==> config.mk <==
export PLATFORM = sky130hd
export DESIGN_NAME = cpu_trace_buffer_flat
export DESIGN_NICKNAME = d
export VERILOG_FILES = /design/src/rtl/cpu_trace_pkg.sv /design/src/rtl/cpu_trace_buffer_if.sv /design/src/rtl/trace_ring_mem.sv /design/src/rtl/cpu_trace_buffer.sv /design/src/flat_wrapper.sv
export SDC_FILE = /design/constraint.sdc
export NUM_CORES = 2
export LEC_CHECK = 0
export ABC_AREA = 1
export CAP_MARGIN = 20
export CORE_ASPECT_RATIO = 1.5
export CORE_MARGIN = 2
export CORE_UTILIZATION = 50
export DETAILED_ROUTE_END_ITERATION = 8
export GPL_TIMING_DRIVEN = 0
export PLACE_DENSITY = 0.66
export SYNTH_ARGS = -nofsm -noshare
export SYNTH_HDL_FRONTEND = slang
export SYNTH_SLANG_ARGS = --single-unit
==> constraint.sdc <==
create_clock -name clk -period 6.5 [get_ports clk]
set_input_delay 0.975 -clock clk [delete_from_list [all_inputs] [get_ports clk]]
set_output_delay 0.975 -clock clk [all_outputs]
set_load 0.1 [all_outputs]
==> src/rtl/cpu_trace_pkg.sv <==
// cpu_trace_pkg: shared state encoding, flag bit positions and entry width for the commit trace buffer
package cpu_trace_pkg;
    typedef enum logic [1:0] {
        ST_IDLE    = 2'd0,
        ST_ARMED   = 2'd1,
        ST_CAPTURE = 2'd2,
        ST_DONE    = 2'd3
    } state_t;
    localparam int FLG_MEMREAD  = 4;
    localparam int FLG_MEMWRITE = 3;
    localparam int FLG_REGWRITE = 2;
    localparam int FLG_BRANCH   = 1;
    localparam int FLG_ZERO     = 0;
    function automatic int entry_w(input int xlen);
        return 2 * xlen + 37;
    endfunction
endpackage

==> src/rtl/cpu_trace_buffer_if.sv <==
// cpu_trace_buffer_if: commit tap, control and drain port of the trace buffer
interface cpu_trace_buffer_if #(
    parameter int XLEN  = 32,
    parameter int DEPTH = 16,
    parameter int CYC_W = 16
);
    import cpu_trace_pkg::*;
    localparam int EW = entry_w(XLEN);
    localparam int CW = $clog2(DEPTH + 1);
    logic            arm;
    logic            stop;
    logic            commit_valid;
    logic [XLEN-1:0] commit_pc;
    logic [31:0]     commit_instr;
    logic [XLEN-1:0] commit_alu;
    logic [4:0]      commit_flags;
    logic            trig_en;
    logic [XLEN-1:0] trig_pc;
    logic            rd_en;
    logic [EW-1:0]   rd_data;
    logic            rd_valid;
    logic [CW-1:0]   count;
    logic [1:0]      state;
    logic            halted;
    logic            timeout;
    logic            overflow;
    logic [CYC_W-1:0] cycle_count;
    modport master (
        output arm, stop, commit_valid, commit_pc, commit_instr, commit_alu, commit_flags,
               trig_en, trig_pc, rd_en,
        input  rd_data, rd_valid, count, state, halted, timeout, overflow, cycle_count
    );
    modport slave (
        input  arm, stop, commit_valid, commit_pc, commit_instr, commit_alu, commit_flags,
               trig_en, trig_pc, rd_en,
        output rd_data, rd_valid, count, state, halted, timeout, overflow, cycle_count
    );
endinterface

==> src/rtl/trace_ring_mem.sv <==
// trace_ring_mem: circular entry store with registered pop port and optional overwrite-oldest on full
module trace_ring_mem #(
    parameter int DEPTH = 16,
    parameter int W     = 101,
    parameter int WRAP  = 0
) (
    input  logic                         clk,
    input  logic                         reset,
    input  logic                         i_clr,
    input  logic                         i_wr,
    input  logic [W-1:0]                 i_wr_data,
    input  logic                         i_pop,
    output logic [W-1:0]                 o_rd_data,
    output logic                         o_rd_valid,
    output logic [$clog2(DEPTH+1)-1:0]   o_count,
    output logic                         o_ovf
);
    localparam int AW = $clog2(DEPTH);
    localparam int CW = $clog2(DEPTH + 1);
    logic [W-1:0]  r_mem [DEPTH];
    logic [AW-1:0] r_wp, r_rp;
    logic [CW-1:0] r_cnt;
    logic [W-1:0]  r_rd_data;
    logic          r_rd_valid;
    logic          w_full, w_pop, w_push;
    assign w_full = r_cnt == CW'(DEPTH);
    assign w_pop  = i_pop && r_cnt != '0 && !i_clr;
    assign w_push = i_wr && !i_clr && (!w_full || w_pop || WRAP != 0);
    // a full push with no pop evicts the oldest entry
    assign o_ovf  = w_push && w_full && !w_pop;
    always_ff @(posedge clk) begin
        if (w_push) r_mem[r_wp] <= i_wr_data;
    end
    always_ff @(posedge clk) begin
        if (reset) begin
            r_wp       <= '0;
            r_rp       <= '0;
            r_cnt      <= '0;
            r_rd_data  <= '0;
            r_rd_valid <= 1'b0;
        end else begin
            r_rd_valid <= w_pop;
            if (w_pop) r_rd_data <= r_mem[r_rp];
            r_wp  <= i_clr ? '0 : r_wp + AW'(w_push);
            r_rp  <= i_clr ? '0 : r_rp + AW'(w_pop || o_ovf);
            r_cnt <= i_clr ? '0 : r_cnt + CW'(w_push && !o_ovf) - CW'(w_pop);
        end
    end
    assign o_rd_data  = r_rd_data;
    assign o_rd_valid = r_rd_valid;
    assign o_count    = r_cnt;
endmodule

==> src/rtl/cpu_trace_buffer.sv <==
// cpu_trace_buffer: commit-trace capture with PC trigger, halt-loop detection and cycle watchdog
module cpu_trace_buffer
    import cpu_trace_pkg::*;
#(
    parameter int XLEN        = 32,
    parameter int DEPTH       = 16,
    parameter int WRAP_MODE   = 0,
    parameter int HALT_REPEAT = 4,
    parameter int MAX_CYCLES  = 100,
    parameter int CYC_W       = 16
) (
    input logic               clk,
    input logic               reset,
    cpu_trace_buffer_if.slave bus
);
    localparam int EW = entry_w(XLEN);
    localparam int CW = $clog2(DEPTH + 1);
    localparam int RW = $clog2(HALT_REPEAT + 1);
    state_t           r_state, w_next;
    logic             r_halted, r_timeout, r_overflow;
    logic [CYC_W-1:0] r_cycle;
    logic [XLEN-1:0]  r_last_pc;
    logic [RW-1:0]    r_rep, w_rep_n;
    logic             w_run, w_wr, w_pop, w_to, w_halt, w_fill, w_ovf;
    logic [CW-1:0]    w_count;
    logic [EW-1:0]    w_entry, w_rd_data;
    logic             w_rd_valid;
    logic [4:0]       w_flags;
    assign w_flags = {bus.commit_flags[FLG_MEMREAD], bus.commit_flags[FLG_MEMWRITE],
                      bus.commit_flags[FLG_REGWRITE], bus.commit_flags[FLG_BRANCH],
                      bus.commit_flags[FLG_ZERO]};
    assign w_entry = {bus.commit_pc, bus.commit_instr, bus.commit_alu, w_flags};
    assign w_pop   = bus.rd_en && w_count != '0 && !bus.arm;
    always_comb begin
        w_run   = r_state == ST_ARMED || r_state == ST_CAPTURE;
        w_rep_n = bus.commit_pc == r_last_pc ? r_rep + 1'b1 : RW'(1);
        w_wr    = w_run && bus.commit_valid && !bus.arm && !bus.stop &&
                  (r_state == ST_CAPTURE || bus.commit_pc == bus.trig_pc);
        w_to    = w_run && r_cycle == CYC_W'(MAX_CYCLES - 1);
        w_halt  = r_state == ST_CAPTURE && w_wr && w_rep_n == RW'(HALT_REPEAT);
        // in first-N mode the entry that fills the last slot ends the run
        w_fill  = WRAP_MODE == 0 && w_wr && !w_pop && w_count == CW'(DEPTH - 1);
        w_next  = bus.arm ? (bus.trig_en ? ST_ARMED : ST_CAPTURE) :
                  (w_run && (bus.stop || w_to || w_halt || w_fill)) ? ST_DONE :
                  (r_state == ST_ARMED && w_wr) ? ST_CAPTURE : r_state;
    end
    always_ff @(posedge clk) begin
        if (reset) r_state <= ST_IDLE;
        else r_state <= w_next;
    end
    always_ff @(posedge clk) begin
        if (reset || bus.arm) begin
            r_halted   <= 1'b0;
            r_timeout  <= 1'b0;
            r_overflow <= 1'b0;
            r_cycle    <= '0;
            r_last_pc  <= '0;
            r_rep      <= '0;
        end else begin
            if (w_run && w_next != ST_DONE) r_cycle <= r_cycle + 1'b1;
            if (w_to && !bus.stop) r_timeout <= 1'b1;
            if (w_halt) r_halted <= 1'b1;
            if (w_ovf) r_overflow <= 1'b1;
            if (r_state == ST_CAPTURE && w_wr) begin
                r_last_pc <= bus.commit_pc;
                r_rep     <= w_rep_n;
            end
        end
    end
    trace_ring_mem #(.DEPTH(DEPTH), .W(EW), .WRAP(WRAP_MODE)) u_mem (
        .clk       (clk),
        .reset     (reset),
        .i_clr     (bus.arm),
        .i_wr      (w_wr),
        .i_wr_data (w_entry),
        .i_pop     (w_pop),
        .o_rd_data (w_rd_data),
        .o_rd_valid(w_rd_valid),
        .o_count   (w_count),
        .o_ovf     (w_ovf)
    );
    assign bus.rd_data     = w_rd_data;
    assign bus.rd_valid    = w_rd_valid;
    assign bus.count       = w_count;
    assign bus.state       = r_state;
    assign bus.halted      = r_halted;
    assign bus.timeout     = r_timeout;
    assign bus.overflow    = r_overflow;
    assign bus.cycle_count = r_cycle;
endmodule

==> src/flat_wrapper.sv <==
// flat-port wrapper written by rule: the top's interface ports become plain ports
module cpu_trace_buffer_flat import cpu_trace_pkg::*;
#(
    parameter int XLEN        = 32,
    parameter int DEPTH       = 16,
    parameter int WRAP_MODE   = 0,
    parameter int HALT_REPEAT = 4,
    parameter int MAX_CYCLES  = 100,
    parameter int CYC_W       = 16
)
  (clk, reset, bus_arm, bus_stop, bus_commit_valid, bus_commit_pc, bus_commit_instr, bus_commit_alu, bus_commit_flags, bus_trig_en, bus_trig_pc, bus_rd_en, bus_rd_data, bus_rd_valid, bus_count, bus_state, bus_halted, bus_timeout, bus_overflow, bus_cycle_count);
  cpu_trace_buffer_if #(.XLEN(XLEN), .DEPTH(DEPTH), .CYC_W(CYC_W)) bus_i ();
  input logic clk;
  input logic reset;
  input wire logic [$bits(bus_i.arm)-1:0] bus_arm;
  input wire logic [$bits(bus_i.stop)-1:0] bus_stop;
  input wire logic [$bits(bus_i.commit_valid)-1:0] bus_commit_valid;
  input wire logic [$bits(bus_i.commit_pc)-1:0] bus_commit_pc;
  input wire logic [$bits(bus_i.commit_instr)-1:0] bus_commit_instr;
  input wire logic [$bits(bus_i.commit_alu)-1:0] bus_commit_alu;
  input wire logic [$bits(bus_i.commit_flags)-1:0] bus_commit_flags;
  input wire logic [$bits(bus_i.trig_en)-1:0] bus_trig_en;
  input wire logic [$bits(bus_i.trig_pc)-1:0] bus_trig_pc;
  input wire logic [$bits(bus_i.rd_en)-1:0] bus_rd_en;
  output wire logic [$bits(bus_i.rd_data)-1:0] bus_rd_data;
  output wire logic [$bits(bus_i.rd_valid)-1:0] bus_rd_valid;
  output wire logic [$bits(bus_i.count)-1:0] bus_count;
  output wire logic [$bits(bus_i.state)-1:0] bus_state;
  output wire logic [$bits(bus_i.halted)-1:0] bus_halted;
  output wire logic [$bits(bus_i.timeout)-1:0] bus_timeout;
  output wire logic [$bits(bus_i.overflow)-1:0] bus_overflow;
  output wire logic [$bits(bus_i.cycle_count)-1:0] bus_cycle_count;
  assign bus_i.arm = bus_arm;
  assign bus_i.stop = bus_stop;
  assign bus_i.commit_valid = bus_commit_valid;
  assign bus_i.commit_pc = bus_commit_pc;
  assign bus_i.commit_instr = bus_commit_instr;
  assign bus_i.commit_alu = bus_commit_alu;
  assign bus_i.commit_flags = bus_commit_flags;
  assign bus_i.trig_en = bus_trig_en;
  assign bus_i.trig_pc = bus_trig_pc;
  assign bus_i.rd_en = bus_rd_en;
  assign bus_rd_data = bus_i.rd_data;
  assign bus_rd_valid = bus_i.rd_valid;
  assign bus_count = bus_i.count;
  assign bus_state = bus_i.state;
  assign bus_halted = bus_i.halted;
  assign bus_timeout = bus_i.timeout;
  assign bus_overflow = bus_i.overflow;
  assign bus_cycle_count = bus_i.cycle_count;
  cpu_trace_buffer #(.XLEN(XLEN), .DEPTH(DEPTH), .WRAP_MODE(WRAP_MODE), .HALT_REPEAT(HALT_REPEAT), .MAX_CYCLES(MAX_CYCLES), .CYC_W(CYC_W)) u_core (.clk(clk), .reset(reset), .bus(bus_i));
endmodule
======== Yosys cells after proc, flatten, opt, wreduce, memory -nomap -nowiden ========
Memory sizes are Yosys's and may differ from the RTL's. A register that Yosys moved wholly into a read port is not among the register bits.
Cells that the tools add are included.
Widths: inputs -> output; s select.
word-level totals
  logic and storage cells ................. 72
  input port bits ......................... 140
  register bits after elaboration ......... 70
  RAM bits ................................ 1616
  output and inout bits ................... 128
  memories kept ........................... 1
memories
  memory              words  bits a word  rd ports  clocked after memory_dff  write ports  line                  RTL
  u_core.u_mem.r_mem  16     101          1         1                         1            trace_ring_mem.sv:20  logic [W-1:0] r_mem [DEPTH];
operators by class
  equal/unequal tests ..................... 9
  reduce and logical (&&, ||, !) cells .... 38
  add/sub/neg operators ................... 6
  multiplexer cells ....................... 7
operators with widths
  cell                   count
  $eq 32x32->1           2
  $logic_and 1x1->1      22
  $add 16x1->16 const B  1
  $eq 16x7->1 const B    1
  $add 4x1->4            2
  $logic_or 1x1->1       8
  $mux 2                 4
  $logic_not 1->1        6
  $add 5x1->5            1
  $eq 5x4->1 const B     1
  $eq 5x5->1 const B     1
  $reduce_bool 5->1      1
  $sub 5x1->5            1
  $add 3x1->3 const B    1
  $eq 3x3->1 const B     1
  $mux 3                 1
  $eq 2x1->1 const B     1
  $eq 2x2->1 const B     1
  $mux 1                 2
  $ne 2x2->1 const B     1
  $reduce_or 2->1        1

======== Longest topological paths before layout ========
  depth after elaboration ................. 15
  mapped depth ............................ 21
  depth with buffers taken out ............ 21

======== Modules after synthesis ========
Synthesis repeated with hierarchy kept, for this count alone.
unflattened totals
  cell total of the unflattened synthesis .. 7548
  area, all modules ....................... 76075.5 um2
modules (own cells, without submodules)
  module            area each (um2)  instances  cells an instance  sequential area each (um2)
  trace_ring_mem    72424.5          1          6969               50828.7
  cpu_trace_buffer  3651.0           1          579                1121.1

======== Worst setup path after synthesis ========
No wires, ideal clock.
  path type ............................... register to register
  start point ............................. register u_core.r_state[0], in the netlist u_core.bus.state[0]
  end point ............................... memory u_core.u_mem.r_mem[10][0], enable pin
  cell stages (with the launch flop) ...... 12
  setup time .............................. 0.562 ns
  data arrival time ....................... 6.560 ns
  setup slack ............................. -0.622 ns
  path buffers ............................ 1
  clock period less this slack ............ 7.122 ns
  data required time ...................... 5.938 ns
  cell sequence ........................... dfxtp_1 inv_1 ha_1 nor2_1 and3_1 buf_4 inv_2 nand2_1 o21ai_0 inv_1 nand3_1 nor2_1
on the way
  word-level cells in the longest chain between the ends .. 10
  elaborated cells on any way between the ends .. 12
  those cells by class .................... eq/ne: 2; mux: 2; reduce/logical: 8
RTL lines
  element                                          line                                            RTL
  from (decl)                                      cpu_trace_buffer.sv:19                          state_t r_state, w_next;
  from (signal assigned)                           cpu_trace_buffer.sv:49                          else r_state <= w_next;
  $eq 2x1->1 / $eq 2x2->1 (equally long branches)  cpu_trace_buffer.sv:35, cpu_trace_buffer.sv:38
  $logic_or 1x1->1                                 cpu_trace_buffer.sv:35                          w_run = r_state == ST_ARMED || r_state == ST_CAPTURE;
  $logic_and 1x1->1 (3 in series)                  cpu_trace_buffer.sv:37                          w_wr = w_run && bus.commit_valid && !bus.arm && !bus.stop &&
  $logic_and 1x1->1 *                              cpu_trace_buffer.sv:37
  $logic_and 1x1->1 * (2 in series)                trace_ring_mem.sv:28                            assign w_push = i_wr && !i_clr && (!w_full || w_pop || WRAP != 0);
  $mux 1 *                                         trace_ring_mem.sv:32                            if (w_push) r_mem[r_wp] <= i_wr_data;
  $mux 1 (not written as such) *                   trace_ring_mem.sv:32
  to (decl)                                        trace_ring_mem.sv:20
Mark *: on every way between the ends. The rest lies on a longest branch, timed or not.

======== Worst setup path after layout ========
  start point ............................. input port bus_commit_pc[27]
  end point ............................... memory u_core.u_mem.r_mem[7][68], enable pin
on the way
  word-level cells in the longest chain between the ends .. 7
RTL lines
  element                          line                    RTL
  from (decl)                      flat_wrapper.sv:18      input wire logic [$bits(bus_i.commit_pc)-1:0] bus_commit_pc;
  $eq 32x32->1                     cpu_trace_buffer.sv:38  (r_state == ST_CAPTURE || bus.commit_pc == bus.trig_pc);
  $logic_or 1x1->1                 cpu_trace_buffer.sv:38
  $logic_and 1x1->1                cpu_trace_buffer.sv:37
  $logic_and 1x1->1 (2 in series)  trace_ring_mem.sv:28
  $mux 1                           trace_ring_mem.sv:32
  $mux 1 (not written as such)     trace_ring_mem.sv:32
No other way between the ends.

==> summary.txt <==
Run status
  – Status: finished clean

Cells and area
  – Layout cells sized above 1: 0.0697
  – Nets: between 5000 and 6000
  – Core Util, Final: 0.587
  – Area Growth Syn to Fin: 16.9%
  – Post-route insts no fill: approximately 8000

Routing
  – Final ANT Viol Nets: 0
  – DRT Pass-1 Iters: 8
  – WL final: ~210000 um
  – First-iteration detailed-routing DRC count: between 5000 and 6000
  – Routed vias: roughly 46000
  – Routed WL per cell: 27.3 um
  – Via density: slightly below 6
  – Drc violations: 0

STA
  – Fin. Hold Viols: 0
  – Slew Limit Fails: 0
  – Slew @ Worst Pin: between 1000 and 1500 ps
  – PnR worst setup slack: roughly 1100 ps
  – Setup_tns: 0 ps
  – RSZ-0062 raised after global routing: false
  – Max Clock Skew: ~35 ps
  – Crit share post-route: 0.829
  – Fmax: about 190 MHz
  – Setup violations, final: 0
  – Slew HR: 0.192
  – Crit path time final: approximately 5400 ps
  – Worst hold margin: between 400 and 500 ps

Hold path
  – Hold path start: u_core.bus.overflow
  – Worst hold-check path type: flop to flop
  – Hold Path Cell Cnt: 2
  – WHS Endpoint: u_core.bus.overflow

Place
  – Post-placement cell count: about 7500
  – Post-detail-place hpwl: approximately 140000 um
  – I/O Buffers: 266
  – Routability cong.: 0.890
  – Pre-CTS setup slack: about 380 ps

Pwr
  – Static leakage: between 20 and 30 nW
  – Worst vdd ir: 0.278 mV
  – Pwr/cell area: approximately 280 mW/mm^2
  – Sequential power share: 0.541
  – NetSw: just over 5 mW
  – Int Power: between 15 and 20 mW
  – Clk pwr share: 0.409
  – Net Sw Frac: 0.221
  – Combinational power share: 0.050

Die
  – Core Box Area: about 0.14 mm^2
  – Die Ht: 468 um
  – Width of the die: between 300 and 400 um
  – Row count: 170
  – DIE AREA: roughly 0.15 mm^2
  – Num ports: 268
  – Starting Density: 0.502

Synth
  – Syn Nets: around 5400
  – Mapped Cells: about 5200
  – Yosys warnings: 0
  – Synth cell types: 32
  – Cell Area, Synth: around 0.07 mm^2
  – Avg Inst Size Synth: around 14 um^2
  – Sequential share of the synthesized area: 0.725
  – #FFs+latches synth: between 1500 and 2000

Setup path
  – Critical path arrival: 5870 ps
  – R2R Path Start: u_core.u_mem.o_count[2]
  – R2r setup slk: ~1400 ps
  – Reg-to-reg endpoint: u_core.u_mem.r_mem[7][68]
  – WS Path Type: primary input to flop
  – CP startpoint: bus_commit_pc[27]
  – Startpoint Class: primary input
  – Worst setup EP type: flop
  – R2r worst-path depth: 13
  – Crit path max fanout: 22
  – Req. time, crit path: around 7000 ps

Global route
  – Initial antenna violation count: 10
  – Total gr overflow: 0
  – Global-route wire length before repair: 303000 um
  – Largest net degree at the start of global routing: 27
  – Vias in the first global route: between 40000 and 50000
  – All-Layer GR Usage: 0.285

CTS
  – TritonCTS clock tree: yes
  – Num CTS Buffers: between 150 and 200
  – Clk buf depth: 3
  – Worst-skew pair later-pin latency: 810 ps
  – Reg clk slew, reported paths: ~60 ps
  – Hold-fix buffers at CTS: 0
  – H-Tree Depth: 4
  – Clock tree sinks: around 1800
  – Post-CTS setup buffers: 0
  – Cts repair resizes: 0
  – Root buf cell: clkbuf_16

Flow run
  – Max-Cap Viols: 0
## cells in the mapped netlist
cell type / number / area (um^2)
edfxtp_1: 1616 / 48500
nand3_1: 240 / 1200
and3_1: 1 / 6.26
inv_2: 3 / 11.3
buf_4: 33 / 248
buf_2: 21 / 105
or2_2: 4 / 25.0
nand2_1: 138 / 518
a21oi_1: 451 / 2260
xor2_1: 10 / 87.6
dfxtp_1: 171 / 3420
o21ai_0: 445 / 2230
ha_1: 14 / 175
a311o_1: 101 / 1010
nand4_1: 20 / 125
nand2_2: 1 / 6.26
clkinv_1: 3 / 11.3
o21a_1: 1 / 7.51
mux2i_1: 404 / 4040
nor2_1: 213 / 800
nand3_2: 1 / 10.0
nand3b_1: 2 / 15.0
o21ai_1: 1 / 5.00
clkbuf_1: 246 / 923
fa_1: 1 / 20.0
nor4_1: 10 / 62.6
inv_1: 589 / 2210
buf_6: 2 / 22.5
o211ai_1: 404 / 3030
nor3_1: 1 / 5.00
buf_1: 41 / 154
xnor2_1: 39 / 342
## state kept, by name, indices dropped and copies added (netlist names)
name                     cells
u_core.u_mem.r_rp            4
u_core.bus.timeout           1
u_core.bus.halted            1
u_core.u_mem.o_rd_data     101
u_core.bus.cycle_count      16
u_core.u_mem.o_count         5
u_core.bus.overflow          1
u_core.r_rep                 3
u_core.r_last_pc            32
u_core.u_mem.r_wp            4
u_core.u_mem.o_rd_valid      1
u_core.u_mem.r_mem        1616
u_core.bus.state             2
## how the worst max path moves through the flow
stage | to | cells past startpoint
after floorplan | u_core.u_mem.r_mem[10][0] | 11
after global placement | u_core.u_mem.r_mem[2][45] | 9
after CTS | u_core.u_mem.r_mem[7][62] | 15
after detailed placement | u_core.u_mem.r_mem[7][72] | 15
final | u_core.u_mem.r_mem[7][68] | 15
after global routing | u_core.u_mem.r_mem[6][44] | 15
## through the flow
stage | total power [mW] | cell area [um^2]
after detailed placement | 14.0 | 78500
after CTS | 23.3 | 83700
after floorplan | 13.5 | 71600
after global placement | 14.0 | 76600
after global routing | 23.9 | 83700
final | 23.3 | 83800
## power groups by stage
stage	combinational [mW]	sequential (mW)	clock, mW
after floorplan	0.331	13.2	0
after global placement	1.13	12.9	0
after detailed placement	1.15	12.9	0
after CTS	1.15	12.6	9.59
after global routing	1.21	12.6	10.0
final	1.16	12.6	9.54
## cell type report
type / count / area (um^2)
fillers: 11100 / 59000
flip-flops and latches: 1787 / 51900
multi-input cells: 2502 / 16100
clock buffers: 217 / 4490
repair buffers: 349 / 4380
well taps: 1892 / 2370
inverters: 595 / 2230
plain buffers: 343 / 1460
clock inverters: 86 / 753
diodes: 5 / 12.5
## cell usage in the layout, fill, tap and decap left out, drive strengths merged, types with 2 or more instances in the layout
cell type	count
a21oi	451
a311o	101
buf	180
bufinv	10
clkbuf	463
clkdlybuf4s50	266
clkinv	66
clkinvlp	3
dfxtp	171
diode	5
edfxtp	1616
ha	14
inv	602
mux2i	404
nand2	139
nand3	241
nand3b	2
nand4	20
nor2	213
nor4	10
o211ai	404
o21ai	446
or2	4
xnor2	39
xor2	10
## routing by layer
layer  track usage  part of all wire  up-vias
met5             0           0.00035        -
met4         0.125             0.044       10
met3        0.0528             0.079      488
met2         0.509              0.51     2259
met1         0.336              0.36    23200
li1              -                 -    20400
## worst max-delay path: stages
cell             delay [ps]
clkdlybuf4s50_1         890
xnor2_1                 600
nand2_1                 100
nor2_1                  110
nand2_1                  60
nor2_1                  200
nand3_1                 110
nand2_1                 310
o21ai_0                 270
inv_1                   220
nand3_1                 340
nor2_4                  850
buf_12                  310
buf_12                  230
buf_12                  230
## kinds of logic (layout without fill, tap and decap cells)
kind of cell / Yosys count / after routing / share of synthesized area
adder cells (fa/ha/maj): 15 / 15 / 0.00273
other: 0 / 5 / 0
AND/OR/NAND/NOR: 631 / 631 / 0.0387
XOR/XNOR: 49 / 49 / 0.00599
buffers and inverters: 938 / 1590 / 0.0515
AO/OA/AOI/OAI: 1403 / 1403 / 0.119
multiplexers: 404 / 404 / 0.0565
flip-flops: 1787 / 1787 / 0.725
Power figures use the tool's default switching activity.
